<file path="config.mk">
export PLATFORM = sky130hd
export DESIGN_NAME = fetch_sequencer_flat
export DESIGN_NICKNAME = d
export VERILOG_FILES = /design/src/rtl/fetch_sequencer_if.sv /design/src/rtl/fetch_sequencer.sv /design/src/flat_wrapper.sv
export SDC_FILE = /design/constraint.sdc
export NUM_CORES = 1
export LEC_CHECK = 0
export CAP_MARGIN = 40
export CORE_MARGIN = 2
export CORE_UTILIZATION = 30
export DETAILED_ROUTE_END_ITERATION = 16
export SETUP_SLACK_MARGIN = 0.15
export SYNTH_ARGS = -nofsm -noshare
export SYNTH_HDL_FRONTEND = slang
export SYNTH_SLANG_ARGS = --single-unit
</file>
<file path="constraint.sdc">
create_clock -name i_clk -period 2.16 [get_ports i_clk]
set_clock_uncertainty 0.15 [all_clocks]
set_input_delay 0.432 -clock i_clk [delete_from_list [all_inputs] [get_ports i_clk]]
set_output_delay 0.432 -clock i_clk [all_outputs]
set_load 0.005 [all_outputs]
</file>
<file path="src/rtl/fetch_sequencer_if.sv">
// rtl/fetch_sequencer_if.sv - instruction memory request/response bundle
interface fetch_sequencer_if;
  logic        imem_req;
  logic [31:0] imem_addr;
  logic        imem_ready;
  logic [31:0] imem_rdata;

  modport master (
    output imem_req,
    output imem_addr,
    input  imem_ready,
    input  imem_rdata
  );

  modport slave (
    input  imem_req,
    input  imem_addr,
    output imem_ready,
    output imem_rdata
  );
endinterface

</file>
<file path="src/rtl/fetch_sequencer.sv">
// rtl/fetch_sequencer.sv - PC owner and fetch sequencer with delay-slot redirects
module fetch_sequencer #(
  parameter logic [31:0] RESET_PC = 32'h0000_3000
) (
  input  logic               i_clk,
  input  logic               i_reset,
  input  logic               i_stall,
  input  logic               i_redirect_valid,
  input  logic [31:0]        i_redirect_pc,
  fetch_sequencer_if.master  imem,
  output logic               o_instr_valid,
  output logic [31:0]        o_instr,
  output logic [31:0]        o_pc_out,
  output logic [31:0]        o_pc_plus4,
  output logic [31:0]        o_fetch_count,
  output logic               o_misalign
);

  typedef enum logic {S_REQ, S_HOLD} state_t;

  state_t      r_state;
  state_t      w_next_state;
  logic [31:0] r_pc;
  logic [31:0] r_instr;
  logic        r_pend;
  logic [31:0] r_tgt;
  logic [31:0] r_count;
  logic        r_misalign;

  logic        w_capture;
  logic        w_accept;
  logic [31:0] w_redirect_tgt;
  logic [31:0] w_pc_plus4;
  logic [31:0] w_next_pc;

  assign w_redirect_tgt = {i_redirect_pc[31:2], 2'b00};
  assign w_pc_plus4     = r_pc + 32'd4;

  // A live redirect beats a buffered one; the buffered one beats sequential flow.
  assign w_next_pc = i_redirect_valid ? w_redirect_tgt :
                     r_pend           ? r_tgt          : w_pc_plus4;

  always_comb begin
    w_next_state = r_state;
    w_capture    = 1'b0;
    w_accept     = 1'b0;
    case (r_state)
      S_REQ: begin
        if (imem.imem_ready) begin
          w_capture    = 1'b1;
          w_next_state = S_HOLD;
        end
      end
      S_HOLD: begin
        if (!i_stall) begin
          w_accept     = 1'b1;
          w_next_state = S_REQ;
        end
      end
      default: w_next_state = S_REQ;
    endcase
  end

  always_ff @(posedge i_clk) begin
    if (i_reset) begin
      r_state    <= S_REQ;
      r_pc       <= RESET_PC;
      r_instr    <= 32'd0;
      r_pend     <= 1'b0;
      r_tgt      <= 32'd0;
      r_count    <= 32'd0;
      r_misalign <= 1'b0;
    end else begin
      r_state <= w_next_state;
      if (w_capture) begin
        r_instr <= imem.imem_rdata;
      end
      if (w_accept) begin
        r_pc    <= w_next_pc;
        r_count <= r_count + 32'd1;
        r_pend  <= 1'b0;
      end else if (i_redirect_valid) begin
        // Cannot steer the PC yet; the latest target wins.
        r_pend <= 1'b1;
        r_tgt  <= w_redirect_tgt;
      end
      if (i_redirect_valid && (i_redirect_pc[1:0] != 2'b00)) begin
        r_misalign <= 1'b1;
      end
    end
  end

  assign imem.imem_req  = (r_state == S_REQ);
  assign imem.imem_addr = r_pc;
  assign o_instr_valid  = (r_state == S_HOLD);
  assign o_instr        = r_instr;
  assign o_pc_out       = r_pc;
  assign o_pc_plus4     = w_pc_plus4;
  assign o_fetch_count  = r_count;
  assign o_misalign     = r_misalign;

endmodule

</file>
<file path="src/flat_wrapper.sv">
// flat-port wrapper written by rule: the top's interface ports become plain ports
module fetch_sequencer_flat 
#(
  parameter logic [31:0] RESET_PC = 32'h0000_3000
)
  (i_clk, i_reset, i_stall, i_redirect_valid, i_redirect_pc, o_instr_valid, o_instr, o_pc_out, o_pc_plus4, o_fetch_count, o_misalign, imem_imem_req, imem_imem_addr, imem_imem_ready, imem_imem_rdata);
  fetch_sequencer_if imem_i ();
  input  logic i_clk;
  input  logic i_reset;
  input  logic i_stall;
  input  logic i_redirect_valid;
  input  logic [31:0] i_redirect_pc;
  output logic o_instr_valid;
  output logic [31:0] o_instr;
  output logic [31:0] o_pc_out;
  output logic [31:0] o_pc_plus4;
  output logic [31:0] o_fetch_count;
  output logic o_misalign;
  output wire logic [$bits(imem_i.imem_req)-1:0] imem_imem_req;
  output wire logic [$bits(imem_i.imem_addr)-1:0] imem_imem_addr;
  input wire logic [$bits(imem_i.imem_ready)-1:0] imem_imem_ready;
  input wire logic [$bits(imem_i.imem_rdata)-1:0] imem_imem_rdata;
  assign imem_imem_req = imem_i.imem_req;
  assign imem_imem_addr = imem_i.imem_addr;
  assign imem_i.imem_ready = imem_imem_ready;
  assign imem_i.imem_rdata = imem_imem_rdata;
  fetch_sequencer #(.RESET_PC(RESET_PC)) u_core (.i_clk(i_clk), .i_reset(i_reset), .i_stall(i_stall), .i_redirect_valid(i_redirect_valid), .i_redirect_pc(i_redirect_pc), .imem(imem_i), .o_instr_valid(o_instr_valid), .o_instr(o_instr), .o_pc_out(o_pc_out), .o_pc_plus4(o_pc_plus4), .o_fetch_count(o_fetch_count), .o_misalign(o_misalign));
endmodule
</file>
After elaboration in Yosys (flattened, before gate mapping):

Cells that the tools add are included.

* reduce and logical (&&, ||, !) cells: 4
* shift-type cells: 0
* $mul: 0
* bitwise gates (word level): 2
* equality and inequality tests: 0
* $add $sub $neg: 2
* mux-type cells: 8
* div/mod/pow operators: 0
* order comparisons: 0

Operator list (number)
* 32-bit 2-to-1 mux: 2
* 32-bit by 1-bit adder with 32-bit output (second input constant): 1
* 32-bit by 3-bit adder with 32-bit output (second input constant): 1
* 1-bit 2-to-1 mux: 5
* 1-bit inverter: 2
* 1-bit case mux with 2 select lines: 1
* 2-bit AND reduction: 1
* 2-bit nonzero test: 1
* 2-bit OR reduction: 1
* 1-bit logical AND: 1

* memories: 0
* ROM bits: 0
* latch bits: 0
* logic and storage cells: 23
* RAM bits: 0
* flip-flop bits (word level): 129

Logic depth before layout (Yosys ltp):

* word-level depth: 4
* mapped depth: 7
* depth with buffers taken out: 6

Worst setup path before layout:

OpenSTA, ideal clock, no wires.

* kind: register -> output
* start point: register u_core.r_pc[2] (netlist: u_core.imem.imem_addr[2])
* end point: output port o_pc_plus4[24]
* path buffers: 1
* data required time: 1.578 ns
* stages on the path, launching flop included: 6
* slack: -0.061 ns
* arrival: 1.639 ns
* cell sequence: dfxtp_1 -> ha_1 -> clkbuf_1 -> nand3_1 -> nor3_1 -> xor2_1

* cells in the longest elaborated chain, start to end: 1

Ends and longest elaborated chain
* start: declaration: RTL line fetch_sequencer.sv:23 `logic [31:0] r_pc;`
* start signal: assignment: RTL line fetch_sequencer.sv:79 `r_pc <= w_next_pc;`
* 32-bit by 3-bit adder with 32-bit output: RTL line fetch_sequencer.sv:37 `assign w_pc_plus4 = r_pc + 32'd4;`
* end: declaration: RTL line flat_wrapper.sv:16 `output logic [31:0] o_pc_plus4;`

Every way passes these cells.

Final worst setup path:

* start point: register u_core.r_pc[14] (netlist: u_core.imem.imem_addr[14])
* end point: output port o_pc_plus4[18]

The elaborated chain is that of the path after synthesis.

==> tab_implementation.tex <==
\begin{tabular}{lr}
\hline
Metric & Value \\
\hline
\multicolumn{2}{l}{\textbf{Logic synthesis}} \\
\quad Most used flip-flop cell after synthesis & sky130\_fd\_sc\_hd\_\_dfxtp\_1 \\
\quad Cell count after synthesis & 826 \\
\quad Post-synthesis cell area & 6412 sq um \\
\quad Number of flops mapped to enable cells by yosys & 0 \\
\quad Seq/Total Area, Yosys & 39.65\% \\
\quad Register bit total from synthesis & 127 \\
\quad Async S/R FF share, synth & 0\% \\
\quad Unique masters post-synth & 57 \\
\quad Average instance area after synthesis & between 7 and 8 sq um \\
\quad Synthesis warning total & 0 \\
\multicolumn{2}{l}{\textbf{Critical path}} \\
\quad Data arrival at the endpoint of the critical path & about 2100 ps \\
\quad Category of the worst setup path launch point & flip-flop \\
\quad Max stage delay cell, worst path & sky130\_fd\_sc\_hd\_\_dfxtp\_4 \\
\quad Launching point of the worst reg2reg path & u\_core.imem.imem\_addr[14]\$\_SDFFE\_PP0P\_ \\
\quad Endpoint of the worst register-to-register path & u\_core.imem.imem\_addr[18]\$\_SDFFE\_PP0P\_ \\
\quad Ordered cell list for the critical path & and4\_4 > buf\_6 > nand4\_4 > buf\_4 > buf\_6 > buf\_4 > nor3\_4 > or2\_4 > buf\_6 \\
\quad Worst setup EP type & output port \\
\quad Length in cells of the worst reg-to-reg path & 11 \\
\quad Kind of critical path & flip-flop to output port \\
\quad Worst-case register-to-register setup slack & 40 ps \\
\quad Max Fanout on Critical Path & 4 \\
\quad Crit path largest cell delay & 350 ps \\
\quad Data required time at the worst endpoint & between 1500 and 2000 ps \\
\quad Cell mode on critical path & sky130\_fd\_sc\_hd\_\_buf\_6 \\
\multicolumn{2}{l}{\textbf{Die}} \\
\quad Number of ports placed on the die boundary & about 230 \\
\quad Die boundary height & 150.2 um \\
\quad Initial core utilization & 30.50\% \\
\quad Die outline area & 22560 sq um \\
\quad Core area & 21020 sq um \\
\quad Horizontal die dimension & 150.2 um \\
\quad \# rows & 53 \\
\multicolumn{2}{l}{\textbf{Detailed routing}} \\
\quad Via total after detailed routing & 7281 \\
\quad Routed length on met3 & 1941 um \\
\quad Detailed Routing Iterations Pass 1 & 7 \\
\quad Final WL & 23870 um \\
\quad Highest routed layer & met4 \\
\quad Via density per instance & 4.906 \\
\quad Met2 wire len & 11330 um \\
\quad Drc violations & 0 \\
\quad Number of DRC violations after detailed-routing iteration 0 & between 400 and 500 \\
\quad Antenna Nets Post-Route & 0 \\
\quad Routed WL per cell & 16.08 um \\
\quad Routed length on met1 & 10270 um \\
\multicolumn{2}{l}{\textbf{STA}} \\
\quad Fraction of the cycle the final worst path needs & 123.2\% \\
\quad Final WS setup & -501.5 ps \\
\quad Number of setup violations in the final report & 26 \\
\quad Period minus WS final & 2662 ps \\
\quad Setup repair after global routing missed its margin & yes \\
\quad Max-slew violation total from the final report & 0 \\
\quad Hold Slack & 243.4 ps \\
\quad Final total negative setup slack & -8513 ps \\
\quad Final-report hold violation count & 0 \\
\quad Maximum frequency from static timing analysis & 375.7 MHz \\
\multicolumn{2}{l}{\textbf{Final layout}} \\
\quad Count of filler cells inserted in the layout & 1895 \\
\quad Fin area & 11590 sq um \\
\quad Most frequent cells in the layout & 174 x sky130\_fd\_sc\_hd\_\_buf\_4, 167 x sky130\_fd\_sc\_hd\_\_nand2\_1, 135 x sky130\_fd\_sc\_hd\_\_clkdlybuf4s50\_1, 90 x sky130\_fd\_sc\_hd\_\_dfxtp\_1, 85 x sky130\_fd\_sc\_hd\_\_a21oi\_1 \\
\quad Growth of design area from synthesis to finish & 80.72\% \\
\quad Most common cell after layout, fill and taps aside & sky130\_fd\_sc\_hd\_\_buf\_4 \\
\quad Final \#Nets & roughly 1.3k \\
\quad Fraction of layout cells with a size suffix above 1 & 31.79\% \\
\multicolumn{2}{l}{\textbf{Global route}} \\
\quad Via count of the first global-routing pass & around 6.8k \\
\quad Number of antenna violations at the first check in global routing & 1 \\
\quad Tot GR Track Use & around 20\% \\
\quad Global-route wire length before repair & 36090 um \\
\quad Remaining global-route overflow & 0 \\
\quad Maximum number of pins on one net before global-route repair & 53 \\
\multicolumn{2}{l}{\textbf{Placement}} \\
\quad Placed wire-length estimate after detailed placement & 16380 um \\
\quad Setup Slack @ Placement & -433.7 ps \\
\quad Last weighted congestion value of the routability-driven placer & 0.8873 \\
\quad Area post-placement & 9809 sq um \\
\quad Count of buffers inserted at the top-level ports & 225 \\
\multicolumn{2}{l}{\textbf{Clocking}} \\
\quad Number of buffers on the longest clock path & 2 \\
\quad Number of CTS-inserted buffers & 17 \\
\quad Htree depth & 4 \\
\quad Clock latency on the worst-skew pair & 410 ps \\
\quad Cts-stage hold buffer count & 0 \\
\quad Clock tree from TritonCTS & done \\
\quad Total clock sinks & $\sim$130 \\
\quad Cell at the root of the clock tree & sky130\_fd\_sc\_hd\_\_clkbuf\_16 \\
\quad Clock-pin slew on the worst setup and hold paths & $\sim$60 ps \\
\multicolumn{2}{l}{\textbf{Pwr}} \\
\quad Part of the power in combinational logic & approximately 15\% \\
\quad Power share of the sequential group & 36.4\% \\
\quad Clock network power share & 48.6\% \\
\quad Leak Pwr & 0.005433 uW \\
\quad Final Total Pwr & 6892 uW \\
\quad Pwr dens & 594.7 nW/um\^{}2 \\
\quad Cell-internal power & 5288 uW \\
\quad Switching power as a share of total power & 23.27\% \\
\quad Maximum ir drop on the vdd rail & about 0.55 mV \\
\quad Reported net switching power & 1604 uW \\
\multicolumn{2}{l}{\textbf{Status}} \\
\quad Result of the run & finished, violations left \\
\quad Violations in the final reports & negative setup slack \\
\multicolumn{2}{l}{\textbf{Min path}} \\
\quad Type of the worst min-delay path & primary input to flip-flop \\
\quad Hold Path Sink & u\_core.imem.imem\_addr[17]\$\_SDFFE\_PP0P\_ \\
\quad WHS Path Cells & 2 \\
\quad HP Start & i\_reset \\
\multicolumn{2}{l}{\textbf{Flow run}} \\
\quad MaxCap Viol Count & 0 \\
\hline
\end{tabular}
[sequential cells by signal, summed over array words and instances, names as in the netlist]
register               count
u_core.imem.imem_addr     30
u_core.o_fetch_count      32
u_core.o_instr            32
u_core.o_instr_valid       1
u_core.o_misalign          1
u_core.r_pend              1
u_core.r_tgt              30
[power groups by stage]
stage	sequential (uW)	combinational (uW)	clock (uW)
3_5_place_dp	2550	994	0
3_3_place_gp	2550	993	0
2_1_floorplan	2570	403	0
5_1_grt	2520	1130	3510
4_1_cts	2500	1010	3400
6_report	2510	1040	3350
[worst max path at each step]
stage                                                      start             end  cells past startpoint
after detailed placement   u_core.imem.imem_addr[7]$_SDFFE_PP0P_  o_pc_plus4[30]                      7
after global routing       u_core.imem.imem_addr[6]$_SDFFE_PP0P_  o_pc_plus4[30]                      7
after floorplan            u_core.imem.imem_addr[7]$_SDFFE_PP0P_  o_pc_plus4[30]                      6
final                     u_core.imem.imem_addr[14]$_SDFFE_PP0P_  o_pc_plus4[18]                      9
after global placement     u_core.imem.imem_addr[8]$_SDFFE_PP0P_  o_pc_plus4[23]                      7
after CTS                  u_core.imem.imem_addr[8]$_SDFFE_PP0P_  o_pc_plus4[28]                      6
[synthesized netlist by cell type, drive strengths merged (16+ instances only)]
| library cell | instances | share of area [%] |
|---|---|---|
| nor2 | 63 | 3.7 |
| inv | 20 | 1.2 |
| nor4 | 20 | 2.6 |
| a21oi | 87 | 6.8 |
| nand4 | 23 | 2.6 |
| nand2 | 167 | 9.8 |
| o21ai | 16 | 1.3 |
| clkbuf | 42 | 2.5 |
| nand3 | 27 | 2.1 |
| dfxtp | 127 | 40 |
| xnor2 | 41 | 5.6 |
| buf | 50 | 5.3 |
| nor3 | 20 | 1.6 |
[per-layer routing]
metal / vias up / global-route usage [%]
li1: 3546 / -
met5: - / 0
met4: 0 / 5.047
met3: 27 / 6.091
met2: 282 / 32.99
met1: 3426 / 26.45
[timing repair]
item	4_1_cts	5_1_grt
pin swaps	41	39
resized for setup	204	110
buffers inserted	32	27
setup endpoints to repair	62	106
[cells by family (layout without fill, tap and decap cells)]
family | after synthesis | count (layout) | share of synthesized area, %
fa+ha+maj | 2 | 2 | 0.3902
buf+inv | 112 | 489 | 8.995
other cells | 1 | 7 | 0.05848
flops | 127 | 127 | 39.65
simple gates | 357 | 357 | 26.65
xor+xnor | 56 | 56 | 7.649
compound gates | 163 | 163 | 15.36
mux | 8 | 8 | 1.249
[critical path, delay by kind of cell (launching register included)]
family / cells / cell delay (ps)
simple gates: 4 / 700
buf+inv: 5 / 610
flops: 1 / 350
[through the flow]
step                      cells  utilization, %
after floorplan             831               -
after global placement     1393           46.66
after detailed placement   1393           46.66
after CTS                  1456           52.55
after global routing       1483           55.12
final                      1484           55.13
[final cells by class]
class                           instances  area, sq um  share of cell area, %
Sequential cell                       127         2626                  22.66
Antenna cell                            1        2.502                0.02159
Clock inverter                         10        205.2                  1.771
Tap cell                              275        344.1                  2.969
Clock buffer                           21        481.7                  4.157
Inverter                               20        75.07                 0.6478
Timing Repair Buffer                  438         4033                  34.80
Multi-Input combinational cell        592         3821                  32.97
Power figures use the tool's default switching activity.
